## config.mk

```make
export PLATFORM = sky130hd
export DESIGN_NAME = uart_byte_rx
export DESIGN_NICKNAME = d
export VERILOG_FILES = /design/src/rtl/uart_pkg.sv /design/src/rtl/sync_fifo.sv /design/src/rtl/uart_byte_rx.sv
export SDC_FILE = /design/constraint.sdc
export NUM_CORES = 1
export LEC_CHECK = 0
export BUFFER_PORTS_ARGS = -buffer_cell sky130_fd_sc_hd__buf_2
export CAP_MARGIN = 5
export CORE_MARGIN = 1.5
export CORE_UTILIZATION = 40
export DETAILED_ROUTE_END_ITERATION = 7
export PLACE_DENSITY = 0.6
export SKIP_LAST_GASP = 1
export SLEW_MARGIN = 40
export SYNTH_ARGS = -nofsm -noshare
export SYNTH_HDL_FRONTEND = slang
export SYNTH_HIERARCHICAL = 1
export SYNTH_SLANG_ARGS = --single-unit
```

## constraint.sdc

```tcl
create_clock -name clk -period 4.07 [get_ports clk]
set_input_delay 0.814 -clock clk [delete_from_list [all_inputs] [get_ports clk]]
set_output_delay 0.814 -clock clk [all_outputs]
set_load 0.005 [all_outputs]
```

## src/rtl/uart_pkg.sv

```systemverilog
// uart_pkg -- definitions shared by the UART receive and transmit sides.
//   DEFAULT_CLK_HZ / DEFAULT_BAUD : default system clock and line rate.
//   rx_state_e                    : receive FSM state encoding.
package uart_pkg;

  localparam int DEFAULT_CLK_HZ = 50_000_000;
  localparam int DEFAULT_BAUD   = 115_200;

  typedef enum logic [1:0] {
    RX_IDLE  = 2'd0,
    RX_START = 2'd1,
    RX_DATA  = 2'd2,
    RX_STOP  = 2'd3
  } rx_state_e;

endpackage

```

## src/rtl/sync_fifo.sv

```systemverilog
// sync_fifo -- single-clock show-ahead FIFO.
//   clk, rst    : clock, asynchronous active-high reset
//   wr_en_i     : push request; accepted when writable_o is high
//   wr_data_i   : data to push
//   rd_en_i     : pop request; ignored while empty
//   rd_data_o   : head entry (0 while empty)
//   empty_o     : no entries
//   full_o      : DEPTH entries
//   writable_o  : a push this cycle will be accepted (not full, or full with a pop)
module sync_fifo #(
  parameter int WIDTH = 8,
  parameter int DEPTH = 4
) (
  input  logic             clk,
  input  logic             rst,
  input  logic             wr_en_i,
  input  logic [WIDTH-1:0] wr_data_i,
  input  logic             rd_en_i,
  output logic [WIDTH-1:0] rd_data_o,
  output logic             empty_o,
  output logic             full_o,
  output logic             writable_o
);

  localparam int AW = $clog2(DEPTH);
  localparam int CW = AW + 1;
  localparam logic [CW-1:0] COUNT_FULL = CW'(DEPTH);

  logic [WIDTH-1:0] mem_q [DEPTH];
  logic [AW-1:0]    wr_ptr_q;
  logic [AW-1:0]    rd_ptr_q;
  logic [CW-1:0]    count_q;

  logic pop_d;
  logic push_d;

  // A pop on an empty FIFO is dropped, so a simultaneous push/pop on empty
  // degenerates into a plain push.
  assign pop_d      = rd_en_i && (count_q != '0);
  assign writable_o = (count_q != COUNT_FULL) || pop_d;
  assign push_d     = wr_en_i && writable_o;

  assign empty_o   = (count_q == '0);
  assign full_o    = (count_q == COUNT_FULL);
  assign rd_data_o = empty_o ? '0 : mem_q[rd_ptr_q];

  // Storage is not reset; the output mux hides stale contents while empty.
  always_ff @(posedge clk) begin
    if (push_d) begin
      mem_q[wr_ptr_q] <= wr_data_i;
    end
  end

  // Pointers are AW bits wide and DEPTH is a power of two, so they wrap
  // modulo DEPTH naturally.
  always_ff @(posedge clk or posedge rst) begin
    if (rst) begin
      wr_ptr_q <= '0;
      rd_ptr_q <= '0;
      count_q  <= '0;
    end else begin
      if (push_d) wr_ptr_q <= wr_ptr_q + AW'(1);
      if (pop_d)  rd_ptr_q <= rd_ptr_q + AW'(1);
      case ({push_d, pop_d})
        2'b10:   count_q <= count_q + CW'(1);
        2'b01:   count_q <= count_q - CW'(1);
        default: count_q <= count_q;
      endcase
    end
  end

endmodule

```

## src/rtl/uart_byte_rx.sv

```systemverilog
// uart_byte_rx -- 8N1 UART receiver with a small receive FIFO.
//   clk, rst    : sole clock (rising edge), asynchronous active-high reset
//   rx          : asynchronous serial line, idle high
//   rd_en       : pop the head byte
//   rd_data     : head byte (show-ahead), 0 while empty
//   empty, full : FIFO status
//   frame_err   : one-cycle pulse when a stop bit is sampled low
//   overrun     : one-cycle pulse when a good byte is dropped (FIFO full)
//   dbg_state_o : current receive FSM state
module uart_byte_rx
  import uart_pkg::*;
#(
  parameter int CLK_HZ = DEFAULT_CLK_HZ,
  parameter int BAUD   = DEFAULT_BAUD,
  parameter int DEPTH  = 4
) (
  input  logic       clk,
  input  logic       rst,
  input  logic       rx,
  input  logic       rd_en,
  output logic [7:0] rd_data,
  output logic       empty,
  output logic       full,
  output logic       frame_err,
  output logic       overrun,
  output rx_state_e  dbg_state_o
);

  localparam int CLKS_PER_BIT = CLK_HZ / BAUD;
  localparam int CNTW         = $clog2(CLKS_PER_BIT);
  localparam logic [CNTW-1:0] CNT_FULL = CNTW'(CLKS_PER_BIT - 1);
  localparam logic [CNTW-1:0] CNT_HALF = CNTW'(CLKS_PER_BIT / 2 - 1);

  logic            rx_meta_q;
  logic            rx_s_q;
  logic            rx_prev_q;
  rx_state_e       state_q;
  logic [CNTW-1:0] cnt_q;
  logic [2:0]      bit_idx_q;
  logic [7:0]      shift_q;
  logic            frame_err_q;
  logic            overrun_q;

  logic stop_tick_d;
  logic push_d;
  logic fifo_writable;

  // The byte is handed to the FIFO combinationally on the stop-sample cycle,
  // so empty drops on the very next cycle.
  assign stop_tick_d = (state_q == RX_STOP) && (cnt_q == CNT_FULL);
  assign push_d      = stop_tick_d && rx_s_q;

  always_ff @(posedge clk or posedge rst) begin
    if (rst) begin
      rx_meta_q   <= 1'b1;
      rx_s_q      <= 1'b1;
      rx_prev_q   <= 1'b1;
      state_q     <= RX_IDLE;
      cnt_q       <= '0;
      bit_idx_q   <= '0;
      shift_q     <= '0;
      frame_err_q <= 1'b0;
      overrun_q   <= 1'b0;
    end else begin
      rx_meta_q   <= rx;
      rx_s_q      <= rx_meta_q;
      rx_prev_q   <= rx_s_q;
      frame_err_q <= 1'b0;
      overrun_q   <= 1'b0;

      case (state_q)
        RX_IDLE: begin
          // Edge-triggered: a line stuck low cannot start a second frame.
          if (rx_prev_q && !rx_s_q) begin
            state_q <= RX_START;
            cnt_q   <= '0;
          end
        end

        RX_START: begin
          if (cnt_q == CNT_HALF) begin
            cnt_q <= '0;
            if (!rx_s_q) begin
              state_q   <= RX_DATA;
              bit_idx_q <= '0;
            end else begin
              state_q <= RX_IDLE;  // glitch, silently dropped
            end
          end else begin
            cnt_q <= cnt_q + CNTW'(1);
          end
        end

        RX_DATA: begin
          if (cnt_q == CNT_FULL) begin
            cnt_q   <= '0;
            shift_q <= {rx_s_q, shift_q[7:1]};  // LSB arrives first
            if (bit_idx_q == 3'd7) begin
              state_q <= RX_STOP;
            end else begin
              bit_idx_q <= bit_idx_q + 3'd1;
            end
          end else begin
            cnt_q <= cnt_q + CNTW'(1);
          end
        end

        RX_STOP: begin
          if (cnt_q == CNT_FULL) begin
            cnt_q   <= '0;
            state_q <= RX_IDLE;
            if (!rx_s_q) begin
              frame_err_q <= 1'b1;
            end else if (!fifo_writable) begin
              overrun_q <= 1'b1;
            end
          end else begin
            cnt_q <= cnt_q + CNTW'(1);
          end
        end

        default: begin
          state_q <= RX_IDLE;
          cnt_q   <= '0;
        end
      endcase
    end
  end

  sync_fifo #(
    .WIDTH (8),
    .DEPTH (DEPTH)
  ) u_fifo (
    .clk        (clk),
    .rst        (rst),
    .wr_en_i    (push_d),
    .wr_data_i  (shift_q),
    .rd_en_i    (rd_en),
    .rd_data_o  (rd_data),
    .empty_o    (empty),
    .full_o     (full),
    .writable_o (fifo_writable)
  );

  assign frame_err   = frame_err_q;
  assign overrun     = overrun_q;
  assign dbg_state_o = state_q;

endmodule

```

Yosys cells after proc, flatten, opt, wreduce, memory -nomap -nowiden:

Memory sizes are Yosys's and may differ from the RTL's.
Cells that the tools add are included.

* mux-type cells: 27
* bitwise gates (word level): 0
* add/subtract/negate cells: 6
* multipliers: 0
* equality and inequality tests: 17
* divide/modulo/power cells: 0
* magnitude comparators: 0
* shift-type cells: 0
* reductions and logical operators: 16

Operators by type and width (count)
* $mux W9: 3
* $pmux W9 S3: 1
* $mux W2: 6
* $mux W3: 4
* $ne A2 B2 Y1 const B: 6
* $pmux W3 S2: 2
* $reduce_and A5 Y1: 2
* $add A9 B1 Y9 const B: 1
* $eq A9 B8 Y1 const B: 1
* $eq A9 B9 Y1 const B: 1
* $mux W1: 9
* $mux W8: 1
* $pmux W2 S4: 1
* $add A3 B1 Y3 const B: 2
* $eq A2 B2 Y1 const B: 3
* $eq A3 B3 Y1 const B: 2
* $logic_and A1 B1 Y1: 5
* $add A2 B1 Y2 const B: 2
* $eq A2 B1 Y1 const B: 2
* $reduce_bool A2 Y1: 2
* $logic_not A3 Y1: 1
* $ne A3 B3 Y1 const B: 1
* $reduce_bool A3 Y1: 1
* $sub A3 B1 Y3 const B: 1
* 6 further kinds: 6

* output and inout port bits: 14
* bits in read-only memories: 0
* bits of input ports: 4
* word-level logic and storage cells: 79
* register bits after elaboration: 34
* bits in latches: 0
* RAM bits: 32
* memories: 1

Memories
* u_fifo.mem_q: depth 4, width 8, rd ports 1, clocked after Yosys merged registers in 0, write ports 1, line sync_fifo.sv:29 `logic [WIDTH-1:0] mem_q [DEPTH];`

Logic depth before layout (Yosys ltp):

* depth after elaboration: 7
* depth in mapped cells: 11
* mapped depth without buffers: 10

Hierarchy:

Netlist, hierarchy kept.

Modules (own cells, without submodules)
* sync_fifo: cells an instance 109, times used 1, area each 1736.7 µm², sequential area each 1136.1 µm²
* uart_byte_rx: cells an instance 124, times used 1, area each 1381.3 µm², sequential area each 679.4 µm²

Worst setup path after synthesis:

OpenSTA, ideal clock, no wires.

* path kind: flip-flop to flip-flop
* start point: register cnt_q[1]
* end point: register u_fifo.count_q[2]
* slack: 1409 ps
* arrival: 2535 ps
* required time: 3944 ps
* stages on the path, launching flop included: 11
* clock period less this slack: 2661 ps
* setup time: 126 ps
* buffers on the path: 1
* cells stage by stage: dfrtp_1 -> inv_1 -> ha_1 -> nand4b_2 -> or4_1 -> nor2_1 -> clkbuf_1 -> or2_2 -> fa_1 -> nand3b_1 -> a311o_1

* longest elaborated chain between the ends: 6
* elaborated cells on any way between the ends: 8
* those cells by class: eq/ne: 3; mux: 1; reduce/logical: 4

Ends and longest elaborated chain
* start: declaration: line uart_byte_rx.sv:38 `logic [CNTW-1:0] cnt_q;`
* start signal: assignment: line uart_byte_rx.sv:90 `cnt_q <= cnt_q + CNTW'(1);`
* start signal: assignment: line uart_byte_rx.sv:104 `cnt_q <= cnt_q + CNTW'(1);`
* start signal: assignment: line uart_byte_rx.sv:118 `cnt_q <= cnt_q + CNTW'(1);`
* $eq A9 B9 Y1 (*): line uart_byte_rx.sv:50 `assign stop_tick_d = (state_q == RX_STOP) && (cnt_q == CNT_FULL);`
* $logic_and A1 B1 Y1 (*): line uart_byte_rx.sv:50
* $logic_and A1 B1 Y1 (*): line uart_byte_rx.sv:51 `assign push_d = stop_tick_d && rx_s_q;`
* named net push_d: line uart_byte_rx.sv:45 `logic push_d;`
* $logic_and A1 B1 Y1 (*): line sync_fifo.sv:41 `assign push_d = wr_en_i && writable_o;`
* $eq A2 B1 Y1 / $eq A2 B2 Y1 (equally long branches): line sync_fifo.sv:64 `case ({push_d, pop_d})`
* $pmux W3 S2 / $reduce_bool A2 Y1 (equally long branches)
* end signal: assignment: line sync_fifo.sv:65 `2'b10: count_q <= count_q + CW'(1);`
* end signal: assignment: line sync_fifo.sv:66 `2'b01: count_q <= count_q - CW'(1);`
* end signal: assignment: line sync_fifo.sv:67 `default: count_q <= count_q;`
* end: declaration: line sync_fifo.sv:32 `logic [CW-1:0] count_q;`

The timed path passes the listed nets; every way through them passes the cells marked *.
A chain may end at the register's enable or synchronous reset.

Worst setup path after layout:

* start point: register u_fifo.rd_ptr_q[0]
* end point: output port rd_data[7]

* longest elaborated chain between the ends: 2

Ends and longest elaborated chain
* start: declaration: line sync_fifo.sv:31 `logic [AW-1:0] rd_ptr_q;`
* start signal: assignment: line sync_fifo.sv:63 `if (pop_d) rd_ptr_q <= rd_ptr_q + AW'(1);`
* $mem_v2 Z4 W8
* $mux W8: line sync_fifo.sv:45 `assign rd_data_o = empty_o ? '0 : mem_q[rd_ptr_q];`
* end: declaration: line uart_byte_rx.sv:21 `output logic [7:0] rd_data,`

Every way passes these cells.

==> flow_metrics.py <==
metrics = {
    "outcome": {
        "outcome": "completed",
    },
    "cts": {
        "holdBufCountCts": 0,
        "cts.sinks": 66,
        "cts_setup_buffers": 0,
        "cts_tree": "built",
        "ctsRootBufferMaster": "clkbuf_8",
        "insertion_delay_ns": 0.33,
        "clock_path_buffers": 2,
        "cts.htree.levels": 3,
        "clk_pin_slew_worst_paths_ns": 0.07,
        "cts_resized": 0,
        "cts_made_buffers": 9,
    },
    "route": {
        "routed_wl_mm": 5.30,
        "route.detailed.drc": 0,
        "routed-via-count": 1847,
        "drt-pass1-iter-count": 4,
        "ant_nets": 0,
        "avgViaCountPerCell": 5.12,
        "wire_per_inst_um": 14.7,
        "drt_iter0_drc": 59,
    },
    "synthesis": {
        "synthTopCellsByCount": "edfxtp_1, dfrtp_1, nand2_1",
        "synth_warnings": 6,
        "synth_nets": 247,
        "netlist_top_cells_area": "edfxtp_1, dfrtp_1, mux4_2",
        "syn-cell-area_um2": 3120,
        "seq_area_frac_synth": 0.582,
        "post-synth-top-count-cell": "edfxtp_1",
        "synth_ff_type": "edfxtp_1",
        "syn-instance-count": 233,
        "yosysUniqueCellTypes": 56,
        "synthArstFlopShare": 0.515,
        "syn_area_per_cell_um2": 13.4,
        "yosys.area.top_type": "edfxtp_1",
        "netlist.area_leader.share": 0.308,
        "ys_ff_latch": 66,
        "synth_edf_count": 32,
    },
    "placement": {
        "numPortBuffers": 17,
        "pre_cts_ws_ns": 1.49,
        "place_hpwl_mm": 3.55,
        "globalplace.congestion": 0.800,
    },
    "global_routing": {
        "antenna_found_initial": 0,
        "grt_max_degree": 28,
        "grt_pass1_vias": 1761,
        "groute.usage.overall": 0.137,
        "grt_pass1_wl_mm": 8.63,
        "overflow": 0,
    },
    "setup_path": {
        "path_delay_family": "flip-flops",
        "worstPathArrival_ns": 1.94,
        "worst_path_largest_cell_delay_ns": 0.73,
        "crit_buf_inv": 1,
        "cp-end-kind": "output pin",
        "r2r-start": "cnt_q[1]",
        "critPathKind": "register to output pin",
        "cp_max_fo": 10,
        "start_kind": "register",
        "required_ns": 3.26,
        "critPathLaunch": "u_fifo/rd_ptr_q[0]",
        "cp_cell_sequence": "mux4_2 -> and2_1 -> buf_2",
        "crit_slowest_cell": "dfrtp_1",
    },
    "floorplan": {
        "die_width_um": 91.3,
        "die_area_um2": 8330,
        "die_y_um": 91.3,
        "core.rowCount": 32,
        "num_io_pins": 18,
        "coreArea_um2": 7650,
        "start_util": 0.408,
    },
    "finish": {
        "synthToLayoutAreaGrowth_pct": 11.7,
        "final.fill_count": 706,
        "antenna_cells_inserted": 0,
        "post_route_cells_drive_above_1_share": 0.243,
        "multi_input_area_um2": 1200,
        "nets": 268,
        "register_area_um2": 1820,
    },
    "min_path": {
        "hp-class": "register to register",
        "min-delay-start": "rx_meta_q",
    },
    "sta": {
        "setup_ws_ns": 1.31,
        "rsz0062_at_grt": "false",
        "setup_tns_ns": 0,
        "hold_viol": 0,
        "relSlewSlack": 0.563,
        "tightest_slew_ns": 0.655,
        "finalCritPeriodShare": 0.677,
        "clock_skew_ns": 0.00916,
        "holdWs_ns": 0.356,
        "slew_violations": 0,
        "setup_viol": 0,
        "fin_crit_ns": 2.76,
        "fmax_mhz": 363,
    },
    "pwr": {
        "vdd_drop_max_mv": 0.302,
        "p_leak_nw": 1.52,
        "power_w": 0.00179,
        "power_density_nw_per_um2": 513,
    },
    "run": {
        "cap_violations": 0,
    },
}
[cells in the final DEF, fill, tap and decap left out, types with 3 or more instances in the layout]
| master | instances |
|---|---|
| clkbuf_8 | 9 |
| nor2b_1 | 3 |
| nor3_1 | 3 |
| and2_1 | 9 |
| nand3_1 | 5 |
| o21a_1 | 4 |
| nor4_1 | 3 |
| dfstp_2 | 3 |
| dfrtp_1 | 31 |
| nor2_1 | 9 |
| and3_1 | 5 |
| buf_2 | 17 |
| ha_1 | 9 |
| xnor2_1 | 3 |
| mux2_2 | 8 |
| nand2_1 | 21 |
| inv_1 | 14 |
| o21ai_0 | 7 |
| edfxtp_1 | 32 |
| o22ai_1 | 6 |
| mux4_2 | 8 |
| o211ai_1 | 5 |
[state kept, by name, indices dropped and copies added, names as in the netlist, 2 cells and up, named ones only]
name	flops
u_fifo/mem_q	32
cnt_q	9
shift_q	8
bit_idx_q	3
u_fifo/count_q	3
u_fifo/rd_ptr_q	2
u_fifo/wr_ptr_q	2
[metal layers]
layer  wire length (µm)  GRT usage
met2               2640      0.221
met5                  0          0
met3                133     0.0444
met4                 72     0.0508
met1               2450      0.170
[final timing paths]
path / endpoint / slack, ns / cells past startpoint
max in group asynchronous: shift_q[1] / 3.16 / 2
min in group asynchronous: u_fifo/count_q[2] / 0.42 / 2
max: rd_data[7] / 1.31 / 3
max reg2reg: u_fifo/count_q[2] / 1.48 / 11
min reg2reg: rx_s_q / 0.36 / 0
min: rx_s_q / 0.36 / 0
[report_power, final]
part	switching, W	total, W	internal (W)
clock	0.000243	0.000521	0.000278
sequential	0.000134	0.000889	0.000755
combinational	0.000190	0.000375	0.000186
total	0.000567	0.00179	0.00122
[kinds of logic after synthesis]
family	synth area share
flip-flops	0.582
buffers and inverters	0.0313
adder cells (fa/ha/maj)	0.0425
AND/OR/NAND/NOR	0.152
XOR/XNOR	0.0165
AO/OA/AOI/OAI	0.0839
multiplexers	0.0915
[through the flow]
step	std cells	cell area (µm²)	util
global placement	345	3300	0.431
CTS	361	3480	0.455
floorplan	233	3120	-
finish	361	3480	0.455
detailed placement	345	3300	0.431
global route	361	3480	0.455
[cell type report]
cell class | instances | share of cell area
Clock inverter | 6 | 0.0165
Clock buffer | 10 | 0.0367
Tap cell | 102 | 0.0367
Sequential cell | 66 | 0.521
Timing Repair Buffer | 18 | 0.0266
Inverter | 15 | 0.0162
Multi-Input combinational cell | 144 | 0.346
No activity file was read; power rests on OpenSTA's default activity.
